$ cat src/rtl/multicycle_control_unit.sv
`default_nettype none
// ============================================================================
// Module   : multicycle_control_unit
// Purpose  : Main control FSM for the RV32I multi-cycle datapath. Sequences
//            fetch / decode / execute / memory / writeback and decodes the
//            registered Op/Funct3/Funct7 fields plus the ALU Zero flag into
//            every datapath control strobe.
// Ports    : clk, reset (async, active-low)
//            Op[6:0], Funct3[2:0], Funct7[6:0], Zero       - decode inputs
//            IRWrite, IorD, MemWrite, RegWrite, MemtoReg,
//            ALUSrcA, ALUSrcB, ALUControl, PCEn, PCSrc     - datapath strobes
//            illegal_instr                                 - HALT indicator
//            state                                         - debug state
// Options  : ILLEGAL_TRAP_EN - undefined opcodes park the FSM in HALT until
//            reset; when undefined they retire as a 2-cycle NOP.
// Revision : 1.0 - initial release
// ============================================================================
module multicycle_control_unit #(
  parameter int STATE_WIDTH    = 5,
  parameter int ALU_CTRL_WIDTH = 4
) (
  input  logic                      clk,
  input  logic                      reset,
  input  logic [6:0]                Op,
  input  logic [2:0]                Funct3,
  input  logic [6:0]                Funct7,
  input  logic                      Zero,
  output logic                      IRWrite,
  output logic                      IorD,
  output logic                      MemWrite,
  output logic                      RegWrite,
  output logic [1:0]                MemtoReg,
  output logic [1:0]                ALUSrcA,
  output logic [1:0]                ALUSrcB,
  output logic [ALU_CTRL_WIDTH-1:0] ALUControl,
  output logic                      PCEn,
  output logic [1:0]                PCSrc,
  output logic                      illegal_instr,
  output logic [STATE_WIDTH-1:0]    state
);

  localparam logic [STATE_WIDTH-1:0] S_FETCH     = STATE_WIDTH'(0);
  localparam logic [STATE_WIDTH-1:0] S_DECODE    = STATE_WIDTH'(1);
  localparam logic [STATE_WIDTH-1:0] S_MEM_ADR   = STATE_WIDTH'(2);
  localparam logic [STATE_WIDTH-1:0] S_MEM_READ  = STATE_WIDTH'(3);
  localparam logic [STATE_WIDTH-1:0] S_MEM_WB    = STATE_WIDTH'(4);
  localparam logic [STATE_WIDTH-1:0] S_MEM_WRITE = STATE_WIDTH'(5);
  localparam logic [STATE_WIDTH-1:0] S_EXEC_R    = STATE_WIDTH'(6);
  localparam logic [STATE_WIDTH-1:0] S_EXEC_I    = STATE_WIDTH'(7);
  localparam logic [STATE_WIDTH-1:0] S_ALU_WB    = STATE_WIDTH'(8);
  localparam logic [STATE_WIDTH-1:0] S_BRANCH    = STATE_WIDTH'(9);
  localparam logic [STATE_WIDTH-1:0] S_JAL       = STATE_WIDTH'(10);
  localparam logic [STATE_WIDTH-1:0] S_JALR      = STATE_WIDTH'(11);
  localparam logic [STATE_WIDTH-1:0] S_JALR_PC   = STATE_WIDTH'(12);
  localparam logic [STATE_WIDTH-1:0] S_JAL_WB    = STATE_WIDTH'(13);
  localparam logic [STATE_WIDTH-1:0] S_LUI       = STATE_WIDTH'(14);
  localparam logic [STATE_WIDTH-1:0] S_AUIPC     = STATE_WIDTH'(15);
`ifdef ILLEGAL_TRAP_EN
  localparam logic [STATE_WIDTH-1:0] S_HALT      = STATE_WIDTH'(16);
`endif

  localparam logic [6:0] OP_LOAD   = 7'b0000011;
  localparam logic [6:0] OP_STORE  = 7'b0100011;
  localparam logic [6:0] OP_RTYPE  = 7'b0110011;
  localparam logic [6:0] OP_ITYPE  = 7'b0010011;
  localparam logic [6:0] OP_BRANCH = 7'b1100011;
  localparam logic [6:0] OP_JAL    = 7'b1101111;
  localparam logic [6:0] OP_JALR   = 7'b1100111;
  localparam logic [6:0] OP_LUI    = 7'b0110111;
  localparam logic [6:0] OP_AUIPC  = 7'b0010111;

  localparam logic [ALU_CTRL_WIDTH-1:0] ALU_ADD  = ALU_CTRL_WIDTH'(4'b0000);
  localparam logic [ALU_CTRL_WIDTH-1:0] ALU_SUB  = ALU_CTRL_WIDTH'(4'b0001);
  localparam logic [ALU_CTRL_WIDTH-1:0] ALU_AND  = ALU_CTRL_WIDTH'(4'b0010);
  localparam logic [ALU_CTRL_WIDTH-1:0] ALU_OR   = ALU_CTRL_WIDTH'(4'b0011);
  localparam logic [ALU_CTRL_WIDTH-1:0] ALU_XOR  = ALU_CTRL_WIDTH'(4'b0100);
  localparam logic [ALU_CTRL_WIDTH-1:0] ALU_SLL  = ALU_CTRL_WIDTH'(4'b0101);
  localparam logic [ALU_CTRL_WIDTH-1:0] ALU_SRL  = ALU_CTRL_WIDTH'(4'b0110);
  localparam logic [ALU_CTRL_WIDTH-1:0] ALU_SRA  = ALU_CTRL_WIDTH'(4'b0111);
  localparam logic [ALU_CTRL_WIDTH-1:0] ALU_SLT  = ALU_CTRL_WIDTH'(4'b1000);
  localparam logic [ALU_CTRL_WIDTH-1:0] ALU_SLTU = ALU_CTRL_WIDTH'(4'b1001);

  logic [STATE_WIDTH-1:0] r_state;
  logic [STATE_WIDTH-1:0] w_state_nxt;
  logic                   w_alt;      // Funct7[5] qualified for the current format
  logic [ALU_CTRL_WIDTH-1:0] w_alu_op;
  logic                   w_taken;
  logic                   w_unused;

  // Only Funct7[5] selects SUB/SRA; the remaining bits are don't-care here.
  assign w_unused = ^{Funct7[6], Funct7[4:0]};

  // I-type ADDI has no SUB form, so Funct7 is ignored when Funct3=000.
  assign w_alt = Funct7[5] & ((r_state == S_EXEC_R) | (Funct3 != 3'b000));

  always_comb begin
    case (Funct3)
      3'b000:  w_alu_op = w_alt ? ALU_SUB : ALU_ADD;
      3'b001:  w_alu_op = ALU_SLL;
      3'b010:  w_alu_op = ALU_SLT;
      3'b011:  w_alu_op = ALU_SLTU;
      3'b100:  w_alu_op = ALU_XOR;
      3'b101:  w_alu_op = w_alt ? ALU_SRA : ALU_SRL;
      3'b110:  w_alu_op = ALU_OR;
      default: w_alu_op = ALU_AND;
    endcase
  end

  // Branch compare: SUB for eq/ne, SLT/SLTU for the ordered compares; the
  // ordered "less-than" forms are taken when the set-less-than result is
  // non-zero, the "greater-or-equal" forms when it is zero.
  always_comb begin
    case (Funct3)
      3'b000, 3'b101, 3'b111: w_taken = Zero;
      3'b001, 3'b100, 3'b110: w_taken = ~Zero;
      default:                w_taken = 1'b0;
    endcase
  end

  // State register
  always_ff @(posedge clk or negedge reset) begin
    if (!reset) r_state <= S_FETCH;
    else        r_state <= w_state_nxt;
  end

  // Next-state logic
  always_comb begin
    w_state_nxt = S_FETCH;
    case (r_state)
      S_FETCH:  w_state_nxt = S_DECODE;
      S_DECODE: begin
        case (Op)
          OP_LOAD, OP_STORE: w_state_nxt = S_MEM_ADR;
          OP_RTYPE:          w_state_nxt = S_EXEC_R;
          OP_ITYPE:          w_state_nxt = S_EXEC_I;
          OP_BRANCH:         w_state_nxt = S_BRANCH;
          OP_JAL:            w_state_nxt = S_JAL;
          OP_JALR:           w_state_nxt = S_JALR;
          OP_LUI:            w_state_nxt = S_LUI;
          OP_AUIPC:          w_state_nxt = S_AUIPC;
`ifdef ILLEGAL_TRAP_EN
          default:           w_state_nxt = S_HALT;
`else
          default:           w_state_nxt = S_FETCH;
`endif
        endcase
      end
      S_MEM_ADR:   w_state_nxt = (Op == OP_LOAD) ? S_MEM_READ : S_MEM_WRITE;
      S_MEM_READ:  w_state_nxt = S_MEM_WB;
      S_EXEC_R,
      S_EXEC_I,
      S_LUI,
      S_AUIPC:     w_state_nxt = S_ALU_WB;
      S_JAL:       w_state_nxt = S_JAL_WB;
      S_JALR:      w_state_nxt = S_JALR_PC;
      S_JALR_PC:   w_state_nxt = S_JAL_WB;
`ifdef ILLEGAL_TRAP_EN
      S_HALT:      w_state_nxt = S_HALT;
`endif
      default:     w_state_nxt = S_FETCH;
    endcase
  end

  // Output decode
  always_comb begin
    IRWrite       = 1'b0;
    IorD          = 1'b0;
    MemWrite      = 1'b0;
    RegWrite      = 1'b0;
    MemtoReg      = 2'd0;
    ALUSrcA       = 2'd0;
    ALUSrcB       = 2'd0;
    ALUControl    = ALU_ADD;
    PCEn          = 1'b0;
    PCSrc         = 2'd0;
    illegal_instr = 1'b0;
    case (r_state)
      S_FETCH: begin
        IRWrite = 1'b1;
        ALUSrcB = 2'd1;
        PCEn    = 1'b1;
      end
      S_DECODE: begin
        ALUSrcA = 2'd2;
        ALUSrcB = 2'd2;
      end
      S_MEM_ADR: begin
        ALUSrcA = 2'd1;
        ALUSrcB = 2'd2;
      end
      S_MEM_READ:  IorD = 1'b1;
      S_MEM_WB: begin
        RegWrite = 1'b1;
        MemtoReg = 2'd1;
      end
      S_MEM_WRITE: begin
        IorD     = 1'b1;
        MemWrite = 1'b1;
      end
      S_EXEC_R: begin
        ALUSrcA    = 2'd1;
        ALUControl = w_alu_op;
      end
      S_EXEC_I: begin
        ALUSrcA    = 2'd1;
        ALUSrcB    = 2'd2;
        ALUControl = w_alu_op;
      end
      S_LUI: begin
        ALUSrcA = 2'd3;
        ALUSrcB = 2'd2;
      end
      S_AUIPC: begin
        ALUSrcA = 2'd2;
        ALUSrcB = 2'd2;
      end
      S_ALU_WB, S_JAL_WB: RegWrite = 1'b1;
      S_BRANCH: begin
        ALUSrcA    = 2'd1;
        PCSrc      = 2'd1;
        PCEn       = w_taken;
        ALUControl = (Funct3[2:1] == 2'b10) ? ALU_SLT  :
                     (Funct3[2:1] == 2'b11) ? ALU_SLTU : ALU_SUB;
      end
      // The link value PC (already PC+4) passes through the ALU while the
      // target held in ALUOut is loaded into the PC.
      S_JAL, S_JALR_PC: begin
        ALUSrcB = 2'd3;
        PCSrc   = 2'd1;
        PCEn    = 1'b1;
      end
      S_JALR: begin
        ALUSrcA = 2'd1;
        ALUSrcB = 2'd2;
      end
`ifdef ILLEGAL_TRAP_EN
      S_HALT: illegal_instr = 1'b1;
`endif
      default: ;
    endcase
  end

  assign state = r_state;

endmodule
`default_nettype wire

$ cat config.mk
export PLATFORM = sky130hd
export DESIGN_NAME = multicycle_control_unit
export DESIGN_NICKNAME = d
export VERILOG_FILES = /design/src/rtl/multicycle_control_unit.sv
export SDC_FILE = /design/constraint.sdc
export NUM_CORES = 1
export LEC_CHECK = 0
export CAP_MARGIN = 20
export CELL_PAD_IN_SITES_DETAIL_PLACEMENT = 1
export CELL_PAD_IN_SITES_GLOBAL_PLACEMENT = 1
export CORE_MARGIN = 2
export CORE_UTILIZATION = 25
export CTS_CLUSTER_DIAMETER = 50
export DETAILED_ROUTE_END_ITERATION = 12
export PLACE_DENSITY_LB_ADDON = 0.1
export SLEW_MARGIN = 0
export SYNTH_ARGS = -nofsm -noshare
export SYNTH_HDL_FRONTEND = slang
export SYNTH_SLANG_ARGS = --single-unit
$ cat constraint.sdc
create_clock -name clk -period 3.4 [get_ports clk]
set_clock_uncertainty 0.1 [all_clocks]
set_input_delay 0.68 -clock clk [delete_from_list [all_inputs] [get_ports clk]]
set_output_delay 0.68 -clock clk [all_outputs]
set_load 0.02 [all_outputs]
==> summary.txt, run 1 <==
Status
  – Status: complete, no violations

Drt
  – DR vias/cell: 5.17
  – DR DRC count: 0
  – DR iter-0 viols: 18
  – Drt pass-1 iters: 4
  – Post-Route WL: between 2 and 2.5 mm
  – Routed len/inst: about 14 um
  – Post-route ant nets: 0
  – Vias: 749

Logic synthesis
  – Sequential element share of the synthesized area: 15.2%
  – Count of cell types in the netlist: 40
  – Main combinational cell family by area after synthesis: simple AND/OR/NAND/NOR gates
  – Post-synth EDFFs: 0
  – Top_reg_cell synth: dfrtp_1
  – Post-Synth XOR/XNOR Area: under 10%
  – Seq cells post-synth: 4
  – Yosys top cell area share: 15.2%
  – Mux share of post-synthesis cell area: 1.52%
  – Synth Area in Adders: 0%
  – Post-Syn Area: 661 um2
  – Synth area leaders: dfrtp_1, buf_4, nor2_1
  – Post-synth top area cell: dfrtp_1
  – Syn Area/Cell: about 7.5 um2
  – Synth warn: 0
  – Ys async rst share: 100%
  – Synth Area in Compound Gates: about 30%
  – Post-Synthesis Cells: 88
  – Simple-gate share of the synthesized area: a little over a third

Floorplan
  – Full die area: 3070 um2
  – Die X: 55.4 um
  – Core Area: 2500 um2
  – Row Count: 18
  – Ports: 43
  – Initial Util: 26.4%
  – Die Y: between 50 and 60 um

Timing
  – Rel. slew slack: 55.8%
  – RSZ-0062 raised after global routing: false
  – Final setup viols: 0
  – Final WS setup: 0.280 ns
  – Final Hold Viols: 0
  – Period utilisation layout: 91.8%
  – Slew @ Worst Pin: 0.663 ns
  – Minimum clock period: 3.12 ns
  – Hold WS: 0.540 ns
  – Slew Viols, Final: 0
  – F_max: 320 MHz
  – Final setup TNS: 0 ns

Placement
  – Post-DP HPWL: 1.57 mm
  – GP Congestion: 0.718
  – Port Buf Inserts: 32
  – Dpl ws: 0.273 ns

CTS
  – Clk_lat worst skew: 0.24 ns
  – Post_cts resized: 0
  – Setup bufs post-CTS: 0
  – Root buffer cell: clkbuf_4
  – # hold bufs at CTS: 0
  – Worst-path clk slew: 0.04 ns
  – Cts bufs inserted: 3
  – Htree depth: 1
  – CTS tree: built
  – # clock sinks: 4
  – Clock buffer depth: 2

Cells and area
  – Util after Layout: 38.9%
  – Inserted Diodes: 0
  – Fin nets: 137
  – Fill cell count: 321
  – Area Growth Syn to Fin: 47.3%
  – Number of flip-flops in the largest register: 4
  – Layout cells sized above 1: 7.83%

GRT
  – Initial antenna violation count: 0
  – Vias in the first global route: approximately 760
  – Largest net degree at the start of global routing: 21
  – GRT Resource Usage Total: 14.0%
  – Total grt overflow: 0
  – Global-route wire length before repair: 3.55 mm

Critical path
  – Critical path peak fanout: 6
  – Slowest cell on the critical path: clkdlybuf4s50_1
  – CP delay by family, top: buffers and inverters
  – CP Launch Type: primary input
  – Worst EP arrival: 2.34 ns
  – CP Cell Sequence: clkdlybuf4s50_1 -> and3b_1 -> a221oi_1 -> o22ai_1 -> clkdlybuf4s50_1
  – CP required: between 2 and 3 ns
  – Crit path buffers/inverters: 2
  – Critical path's largest stage delay: a little under 0.6 ns
  – Critical Path Most Common Cell: clkdlybuf4s50_1
  – Critical path type: primary input to output pin
  – Crit. End Element: output pin

Power and ir drop
  – Power after layout: 0.000484 W
  – Clk pwr share: 13.1%
  – Psw: approximately 0.00022 W
  – Leak: 0.374 nW
  – Switching fraction of total power: around 46%
  – Worst vdd ir: 0.283 mV
  – Pint: 0.000263 W
  – Comb pwr share: 70.5%
  – PwrDens: 497 nW/um2
  – Seq pwr share: between 10% and 20%

Hold path
  – HP Class: primary input to async pin

Job
  – Max-cap violations: 0
-- worst register-to-register path: stages, from the launching register on --
cell and delay [ns]:
dfrtp_1 0.61, nor4b_4 0.52, nand3_1 0.12, o311ai_0 0.14
-- worst paths after layout --
path                                    start            endpoint  slack (ns)  cells after the start
max in group asynchronous               reset  state[1]$_DFF_PN0_        2.49                      1
min                                     reset  state[3]$_DFF_PN0_        0.54                      1
min reg2reg                state[0]$_DFF_PN0_  state[1]$_DFF_PN0_        0.72                      3
max                                 Funct3[0]       ALUControl[0]        0.28                      5
max reg2reg                state[1]$_DFF_PN0_  state[2]$_DFF_PN0_        1.77                      3
min in group clk           state[0]$_DFF_PN0_  state[1]$_DFF_PN0_        0.72                      3
-- power groups by stage --
stage / registers [W] / clock network [W] / logic (W)
3_3_place_gp: 0.0000808 / 0 / 0.000337
2_1_floorplan: 0.0000724 / 0 / 0.000208
4_1_cts: 0.0000799 / 0.0000650 / 0.000343
3_5_place_dp: 0.0000798 / 0 / 0.000342
5_1_grt: 0.0000830 / 0.0000701 / 0.000366
6_report: 0.0000795 / 0.0000632 / 0.000341
-- per-stage QoR --
| step | instance area (um2) | instances |
|---|---|---|
| 2_1_floorplan | 672 | 91 |
| 3_3_place_gp | 951 | 142 |
| 3_5_place_dp | 951 | 142 |
| 4_1_cts | 973 | 145 |
| 5_1_grt | 973 | 145 |
| 6_report | 973 | 145 |
-- area by class of cell --
cell class / count / area [um2] / share of cell area (%)
Clock buffer: 3 / 22.5 / 2.31
Inverter: 2 / 7.51 / 0.771
Multi-Input combinational cell: 73 / 478 / 49.1
Sequential cell: 4 / 100 / 10.3
Tap cell: 30 / 37.5 / 3.86
Timing Repair Buffer: 33 / 328 / 33.7
-- synth_stat cells, drive strengths merged (2+ instances only) --
| cell | count |
|---|---|
| nor2 | 9 |
| nand2 | 3 |
| and3b | 3 |
| nand2b | 3 |
| o211ai | 2 |
| nor3 | 5 |
| nand3 | 3 |
| and3 | 2 |
| o2111ai | 2 |
| o22ai | 3 |
| a21oi | 3 |
| xor2 | 2 |
| dfrtp | 4 |
| o21ai | 7 |
| nor3b | 3 |
| buf | 11 |
| nor2b | 2 |
| inv | 2 |
-- logic make-up (layout without fill, tap and decap cells) --
family | count (synthesis) | in the layout
other cells | 1 | 4
compound gates | 27 | 27
xor+xnor | 3 | 3
buf+inv | 14 | 38
flops | 4 | 4
simple gates | 38 | 38
mux | 1 | 1
-- metal layers --
| metal | up-vias | routed length [um] | GRT usage, % |
|---|---|---|---|
| met3 | 2 | 105 | 3.51 |
| met5 | - | 0 | 0 |
| li1 | 378 | - | - |
| met4 | 0 | 18 | 2.09 |
| met2 | 23 | 955 | 21.6 |
| met1 | 346 | 1020 | 19.9 |
-- cell usage in the layout, fill, tap and decap left out, types with 2 or more instances in the layout --
cell type,n
inv_1,2
nor3_1,5
and3b_1,3
a21oi_1,3
nand3_1,3
clkdlybuf4s50_1,32
clkbuf_4,3
conb_1,4
nor3b_1,3
nor2b_1,2
dfrtp_1,4
o211ai_2,2
nand2b_1,3
nor2_1,9
and3_1,2
o22ai_1,3
o2111ai_1,2
nand2_1,3
o21ai_0,6
xor2_1,2
(Power assumes the default switching activity.)
==> run 2, diff against run 1 <==
- PLACE_DENSITY: not set -> 0.88
- PLACE_DENSITY_LB_ADDON: 0.1 -> not set
==> run 2 against run 1 <==
  * Cell count is 0.69% lower
  * Routed wire length fell by 4.4%
  * Non-clock buffer count decreased by 1
  * Sequential share of layout area rose by 0.080 points
  * Count of clock-buffer cells in the layout did not move
  * First-iteration DRC count decreased by 22%
  * Flip-flop and latch count unchanged
  * Sequential power grew 24%
  * Critical endpoint unchanged
==> summary.txt, run 2 (same netlist as run 1, synthesis figures left out) <==
Floorplan
  – Initial Util: 26.4% (unchanged)
  – Row Count: 18 (unchanged)
  – Core Area: 2500 um2 (unchanged)
  – Die X: 55.4 um (unchanged)
  – Full die area: 3070 um2 (unchanged)
  – Ports: 43 (unchanged)
  – Die Y: 55.4 um (unchanged)

Timing
  – Rel. slew slack: 56.4% (+0.63 points)
  – Final WS setup: 0.290 ns (+0.00969 ns)
  – Slew Viols, Final: 0 (unchanged)
  – Hold WS: 0.550 ns (+0.00995 ns)
  – Final setup viols: 0 (unchanged)
  – Final Hold Viols: 0 (unchanged)
  – Final setup TNS: 0 ns (unchanged)
  – F_max: 321 MHz (+0.31%)
  – RSZ-0062 raised after global routing: false
  – Slew @ Worst Pin: 0.654 ns (-0.00941 ns)
  – Period utilisation layout: 91.5% (-0.29 points)
  – Minimum clock period: 3.11 ns (-0.00969 ns)

Critical path
  – Critical path type: primary input to output pin
  – Critical R2R Launch: state[0]$_DFF_PN0_
  – CP Launch Type: primary input
  – Slowest cell on the critical path: clkdlybuf4s50_1
  – CP required: 2.62 ns (about the same)
  – Crit. Startpoint: Funct3[2]
  – Crit. End Element: output pin
  – Critical Path Most Common Cell: clkdlybuf4s50_1
  – Crit path buffers/inverters: 3 (+1)
  – CP Cell Sequence: clkdlybuf4s50_1 -> inv_1 -> a221oi_1 -> o22ai_1 -> clkdlybuf4s50_1
  – Reg2Reg Depth: 3 (unchanged)
  – Worst EP arrival: 2.33 ns (about the same)
  – CP delay by family, top: buffers and inverters
  – Critical path peak fanout: 7 (+1)
  – Critical path's largest stage delay: 0.58 ns (about the same)
  – R2r endpoint: state[2]$_DFF_PN0_
  – Worst reg-to-reg setup slack: 1.75 ns (-0.02 ns)

Cells and area
  – Area Growth Syn to Fin: 46.2%
  – Inserted Diodes: 0 (unchanged)
  – Post-route cell area: 966 um2 (-0.77%)
  – Commonest non-fill, non-tap cell in the layout: clkdlybuf4s50_1
  – Number of flip-flops in the largest register: 4 (unchanged)
  – Layout cells sized above 1: 7.02% (-0.81 points)
  – Fin nets: 136 (-0.73%)
  – Most frequent cells in the layout: clkdlybuf4s50_1, nor2_1, o21ai_0

CTS
  – # clock sinks: 4 (unchanged)
  – Clk_lat worst skew: 0.23 ns (about the same)
  – # hold bufs at CTS: 0 (unchanged)
  – Htree depth: 1 (unchanged)
  – Clock buffer depth: 2 (unchanged)
  – Root buffer cell: clkbuf_4
  – Cts bufs inserted: 3 (unchanged)
  – Setup bufs post-CTS: 0 (unchanged)
  – Post_cts resized: 0 (unchanged)
  – CTS tree: built
  – Worst-path clk slew: 0.04 ns (about the same)

GRT
  – Initial antenna violation count: 0 (unchanged)
  – Total grt overflow: 0 (unchanged)
  – Largest net degree at the start of global routing: 22 (+4.8%)
  – Global-route wire length before repair: 3.23 mm (-9.1%)
  – GRT Resource Usage Total: 12.6% (-1.4 points)
  – Vias in the first global route: 732 (-4.2%)

Placement
  – Post-DP HPWL: 1.50 mm (-4.0%)
  – Port Buf Inserts: 32 (unchanged)
  – Placement Cell Area: 943 um2 (-0.79%)
  – Dpl ws: 0.293 ns (+0.0199 ns)
  – GP Congestion: 0.801 (+12%)

Status
  – Status: complete, no violations

Drt
  – DR vias/cell: 5.19 (+0.56%)
  – DR iter-0 viols: 14 (-4)
  – Drt pass-1 iters: 3 (-1)
  – Routed len/inst: 13.9 um (-3.7%)
  – Post-route ant nets: 0 (unchanged)
  – DR DRC count: 0 (unchanged)
  – Vias: 748 (-0.13%)
  – Post-Route WL: 2.00 mm (-4.4%)

Power and ir drop
  – PwrDens: 485 nW/um2 (-2.4%)
  – Worst vdd ir: 0.271 mV (-4.1%)
  – Leak: 0.369 nW (-1.3%)

Job
  – Max-cap violations: 0 (unchanged)

Hold path
  – HP Class: primary input to async pin
## run 2: how the worst max path moves through the flow
stage	end	slack [ns]	cells after the start
floorplan	IRWrite	1.09	3
global placement	ALUControl[0]	0.31	5
detailed placement	ALUControl[0]	0.29	5
CTS	ALUControl[0]	0.28	5
global route	ALUControl[0]	0.21	5
finish	ALUControl[0]	0.29	5
## run 2: cell type report
type | count | area, um2
Timing Repair Buffer | 32 | 320
Sequential cell | 4 | 100
Multi-Input combinational cell | 73 | 478
Clock buffer | 3 | 22.5
Tap cell | 30 | 37.5
Fill cell | 314 | 1530
Inverter | 2 | 7.51
## run 2: power breakdown
group	switching [W]	internal (W)
registers	0.0000437	0.0000552
clock network	0.0000191	0.0000395
logic	0.000151	0.000160
total	0.000214	0.000254
## run 2: through the flow
stage	util, %	power, W	std cells
detailed placement	37.7	0.000411	141
floorplan	-	0.000280	91
global placement	37.7	0.000401	141
global route	38.6	0.000497	144
CTS	38.6	0.000474	144
finish	38.6	0.000468	144
## run 2: routing by layer
metal	part of all wire, %	wire (um)	global-route usage [%]	vias to the layer above
li1	-	-	-	372
met1	42	840	14.5	354
met2	54	1080	23.6	22
met3	4.1	83	1.64	0
met4	0	0	4.18	0
met5	0	0	0	-
==> run 3, diff against run 2 <==
- GPL_TIMING_DRIVEN: not set -> 0
==> run 3 against run 2 <==
  * Largest power group unchanged
  * Global-route usage increased by 2.2 points
  * Sequential share of layout area decreased by 0.85 points
  * Core utilization rose by 3.5 points
  * Combinational power rose by 19%
  * Non-clock buffer count rose by 12
==> summary.txt, run 3 (same netlist as run 1, synthesis figures left out) <==
Status
  – Status: complete, no violations

Power and ir drop
  – Switching fraction of total power: 44.5% (-1.2 points)
  – Clk pwr share: 11.9% (-0.6 points)
  – PwrDens: 465 nW/um2 (-4.0%)
  – Psw: 0.000218 W (+1.9%)
  – Seq pwr share: 12.8% (-8.3 points)
  – Pint: 0.000272 W (+6.9%)
  – Comb pwr share: 75.3% (+8.9 points)
  – Power after layout: 0.000490 W (+4.6%)
  – Leak: 0.429 nW (+16%)
  – Worst vdd ir: 0.338 mV (+25%)

Drt
  – Vias: 811 (+8.4%)
  – Drt pass-1 iters: 4 (+1)
  – Post-route ant nets: 0 (unchanged)
  – DR iter-0 viols: 24 (+10)
  – Routed len/inst: 14.4 um (+3.6%)
  – DR DRC count: 0 (unchanged)
  – Post-Route WL: 2.25 mm (+12%)
  – DR vias/cell: 5.20 (about the same)

Placement
  – Placement Cell Area: 1030 um2 (+9.2%)
  – Post-DP HPWL: 1.78 mm (+18%)
  – Port Buf Inserts: 32 (unchanged)
  – GP Congestion: 0.838 (+4.6%)

Critical path
  – Critical path's largest stage delay: 0.60 ns (+0.02 ns)
  – Critical path peak fanout: 7 (unchanged)
  – CP Cell Sequence: clkdlybuf4s50_1 -> inv_1 -> a221oi_1 -> o22ai_1 -> clkdlybuf4s50_1
  – CP Launch Type: primary input
  – Worst EP arrival: 2.39 ns (+0.06 ns)
  – CP required: 2.62 ns (about the same)
  – Slowest cell on the critical path: clkdlybuf4s50_1
  – Critical path type: primary input to output pin
  – Critical Path Most Common Cell: clkdlybuf4s50_1
  – Crit. End Element: output pin

GRT
  – GRT Resource Usage Total: 14.8% (+2.2 points)
  – GRT busiest layer: met2
  – Met2 global-route usage: 27.4% (+3.7 points)
  – GR Util met1: 18.1% (+3.6 points)
  – Global-route wire length before repair: 3.76 mm (+16%)
  – Total grt overflow: 0 (unchanged)
  – Largest net degree at the start of global routing: 11 (-50%)
  – Vias in the first global route: 841 (+15%)
  – Grt met3 use: 2.58% (+0.94 points)
  – Initial antenna violation count: 0 (unchanged)

Cells and area
  – Post-route cell area: 1050 um2 (+8.9%)
  – Number of flip-flops in the largest register: 4 (unchanged)
  – Commonest non-fill, non-tap cell in the layout: clkdlybuf4s50_1
  – Util after Layout: 42.1% (+3.5 points)
  – Layout cells sized above 1: 15.1% (+8.1 points)
  – Fin nets: 148 (+8.8%)
  – Inserted Diodes: 0 (unchanged)
  – Most frequent cells in the layout: clkdlybuf4s50_1, nor2_1, buf_4, o21ai_0, nor3_1
  – Area Growth Syn to Fin: 59.3%

Floorplan
  – Die X: 55.4 um (unchanged)
  – Die Y: 55.4 um (unchanged)
  – Full die area: 3070 um2 (unchanged)
  – Initial Util: 26.4% (unchanged)
  – Core Area: 2500 um2 (unchanged)
  – Ports: 43 (unchanged)
  – Row Count: 18 (unchanged)

CTS
  – CTS tree: built
  – Clock buffer depth: 2 (unchanged)
  – Root buffer cell: clkbuf_4
  – # clock sinks: 4 (unchanged)
  – Post_cts resized: 0 (unchanged)
  – # hold bufs at CTS: 0 (unchanged)
  – Worst-path clk slew: 0.04 ns (about the same)
  – Clk_lat worst skew: 0.23 ns (about the same)
  – Htree depth: 1 (unchanged)
  – Cts bufs inserted: 3 (unchanged)
  – Setup bufs post-CTS: 0 (unchanged)

Timing
  – Hold WS: 0.565 ns (+0.0153 ns)
  – Final Hold Viols: 0 (unchanged)
  – Final setup viols: 0 (unchanged)
  – Slew Viols, Final: 0 (unchanged)
  – RSZ-0062 raised after global routing: false
  – Minimum clock period: 3.17 ns (+0.0585 ns)
  – Final setup TNS: 0 ns (unchanged)
  – Period utilisation layout: 93.2% (+1.7 points)
  – F_max: 316 MHz (-1.8%)

Job
  – Max-cap violations: 0 (unchanged)

Hold path
  – HP Class: primary input to async pin
==> run 3: power by group through the flow <==
stage                     registers [W]  logic [W]  clock network (W)
after detailed placement      0.0000637   0.000370                  0
after CTS                     0.0000632   0.000372          0.0000600
after global routing          0.0000642   0.000399          0.0000628
final                         0.0000629   0.000369          0.0000581
after global placement        0.0000622   0.000361                  0
after floorplan               0.0000724   0.000208                  0
==> run 3: area by class of cell <==
type / count / area, um2
fillers: 317 / 1450
flip-flops and latches: 4 / 100
repair buffers: 32 / 320
inverters: 2 / 7.51
clock buffers: 3 / 22.5
well taps: 30 / 37.5
multi-input cells: 73 / 478
plain buffers: 12 / 86.3
==> run 3: critical path: cells and delay by family <==
family	cells	cell delay, ns
buffers and inverters	3	1.28
AOI/OAI and AO/OA	2	0.44
==> run 3: per-stage QoR <==
step	instances	worst slack [ns]
2_1_floorplan	91	1.09
3_3_place_gp	153	0.303
3_5_place_dp	153	0.265
4_1_cts	156	0.255
5_1_grt	156	0.207
6_report	156	0.231
==> run 3: path summary, 6_finish.rpt <==
path | startpoint | endpoint | slack, ns | cells past startpoint
max | Funct3[2] | ALUControl[0] | 0.23 | 5
min | reset | state[0]$_DFF_PN0_ | 0.57 | 1
max reg2reg | state[2]$_DFF_PN0_ | state[3]$_DFF_PN0_ | 1.94 | 4
min reg2reg | state[1]$_DFF_PN0_ | state[2]$_DFF_PN0_ | 0.58 | 2
max in group asynchronous | reset | state[3]$_DFF_PN0_ | 2.45 | 1
min in group clk | state[1]$_DFF_PN0_ | state[2]$_DFF_PN0_ | 0.58 | 2
==> run 3: metal layers <==
layer,share of wire [%],up-vias
met5,0,-
met4,0,0
met3,3.7,0
met2,52,22
met1,45,393
li1,-,396
==> variant, RTL diff (flow settings as in run 2) <==
Change the parameter `ALU_CTRL_WIDTH` from 4 to 6.
--- a/src/rtl/multicycle_control_unit.sv
+++ b/src/rtl/multicycle_control_unit.sv
@@ -17,7 +17,7 @@
 // ============================================================================
 module multicycle_control_unit #(
   parameter int STATE_WIDTH    = 5,
-  parameter int ALU_CTRL_WIDTH = 4
+  parameter int ALU_CTRL_WIDTH = 6
 ) (
   input  logic                      clk,
   input  logic                      reset,
Ports: changed (resized ALUControl); port bits go from 43 to 45. The function was not compared with the original's and may differ.
==> variant against run 2 <==
  * Via count grew 4.1%
  * Total power grew 2.2%
  * Die area grew 2.1%
  * Register-to-register slack gained 40 ps
  * Synthesized area grew 2.3%
  * First-iteration DRC count is the same
  * Core utilization grew 0.25 points
  * Setup slack lost 49 ps
  * Design area grew 1.6%
  * Wire length grew 9.3%
  * Sequential cell count is the same
  * Synthesized cell count grew 2.3%
  * Hold slack lost 11 ps
  * Critical endpoint unchanged
==> variant: results (changes against run 2) <==
ANT cells - 0 (unchanged)
Final GP Congestion - 0.898 (+12%)
status - completed
layout cells sized above 1 - 7.69% (+0.67 points)
post-synthesis sequential area ratio - 14.8% (-0.34 points)
vias in the first global route - 803 (+9.7%)
Slew @ Worst Pin - 698 ps (+43.9 ps)
CP startpoint - Funct3[0]
Via density - 5.30 (+2.0%)
Placed Area - 958 sq um (+1.6%)
CP max FO - 6 (-1)
commonest cells in the netlist - 9 x nor2_1, 8 x buf_4, 6 x o21ai_0
r2r setup slk - 1790 ps (+40 ps)
Reg-to-Reg End - state[3]$_DFF_PN0_
DR pass1 iterations - 4 (+1)
Leak - 0.000380 uW (+3.1%)
crit path DAT - 2380 ps (+50 ps)
first-pass GRT wire length - 3790 um (+17%)
Pint - 263 uW (+3.3%)
WL per Instance - 14.9 um (+7.1%)
HP Class - register to register
dpl hpwl - 1690 um (+12%)
largest net degree at the start of global routing - 21 (-4.5%)
initial antenna violation count - 0 (unchanged)
total track usage - 14.7% (+2.1 points)
top cells by area, synth - dfrtp_1 15%, buf_4 8.9%, nor2_1 5.0%
RR Startpoint - state[1]$_DFF_PN0_
GR Layer Usage met2 - 25.2% (+1.6 points)
grt met1 use - 17.9% (+3.4 points)
grt met3 use - 0.930% (-0.71 points)
variant: cell types whose count changed after synthesis:
cell   before  now
buf_4       6    8
variant: power by group through the flow:
stage               registers [uW]  logic [uW]  clock network, uW
floorplan                     72.4         212                  0
global route                  84.4         365               64.4
global placement              79.6         333                  0
finish                        79.9         340               58.9
detailed placement            80.4         341                  0
CTS                           79.7         342               61.1
variant: cell type report:
cell class / count / area [sq um]
Sequential cell: 4 / 100
Multi-Input combinational cell: 75 / 485
Tap cell: 30 / 37.5
Clock buffer: 3 / 22.5
Fill cell: 326 / 1540
Inverter: 2 / 7.51
Timing Repair Buffer: 33 / 328
variant: routing by layer:
| metal | vias to the layer above | wire length [um] |
|---|---|---|
| li1 | 375 | - |
| met1 | 370 | 922 |
| met2 | 28 | 1130 |
| met3 | 6 | 76 |
| met4 | 0 | 58 |
| met5 | - | 0 |
variant: worst min-delay path by stage:
| stage | depth (start not counted) | to | slack (ps) | from |
|---|---|---|---|---|
| 2_1_floorplan | 0 | state[0]$_DFF_PN0_ | 280 | reset |
| 3_3_place_gp | 1 | state[0]$_DFF_PN0_ | 520 | state[0]$_DFF_PN0_ |
| 3_5_place_dp | 1 | state[0]$_DFF_PN0_ | 530 | state[0]$_DFF_PN0_ |
| 4_1_cts | 1 | state[0]$_DFF_PN0_ | 540 | reset |
| 5_1_grt | 1 | state[0]$_DFF_PN0_ | 550 | reset |
| 6_report | 1 | state[0]$_DFF_PN0_ | 540 | state[0]$_DFF_PN0_ |
variant: cell families after synthesis:
kind of cell | share of synthesized area [%]
AO/OA/AOI/OAI | 29.1
AND/OR/NAND/NOR | 34.1
flip-flops | 14.8
buffers and inverters | 16.1
multiplexers | 1.48
other | 0.555
XOR/XNOR | 3.89
variant: metrics by stage:
stage | setup slack [ps] | cells | utilization (%)
after floorplan | 1090 | 95 | -
after global routing | 134 | 147 | 38.9
final | 240 | 147 | 38.9
after CTS | 266 | 147 | 38.9
after global placement | 330 | 144 | 38.0
after detailed placement | 261 | 144 | 38.0
variant: critical path: stages:
cell and delay (ps):
clkdlybuf4s50_1 590, and3b_1 220, a221oi_1 220, o22ai_1 130, clkdlybuf4s50_1 550
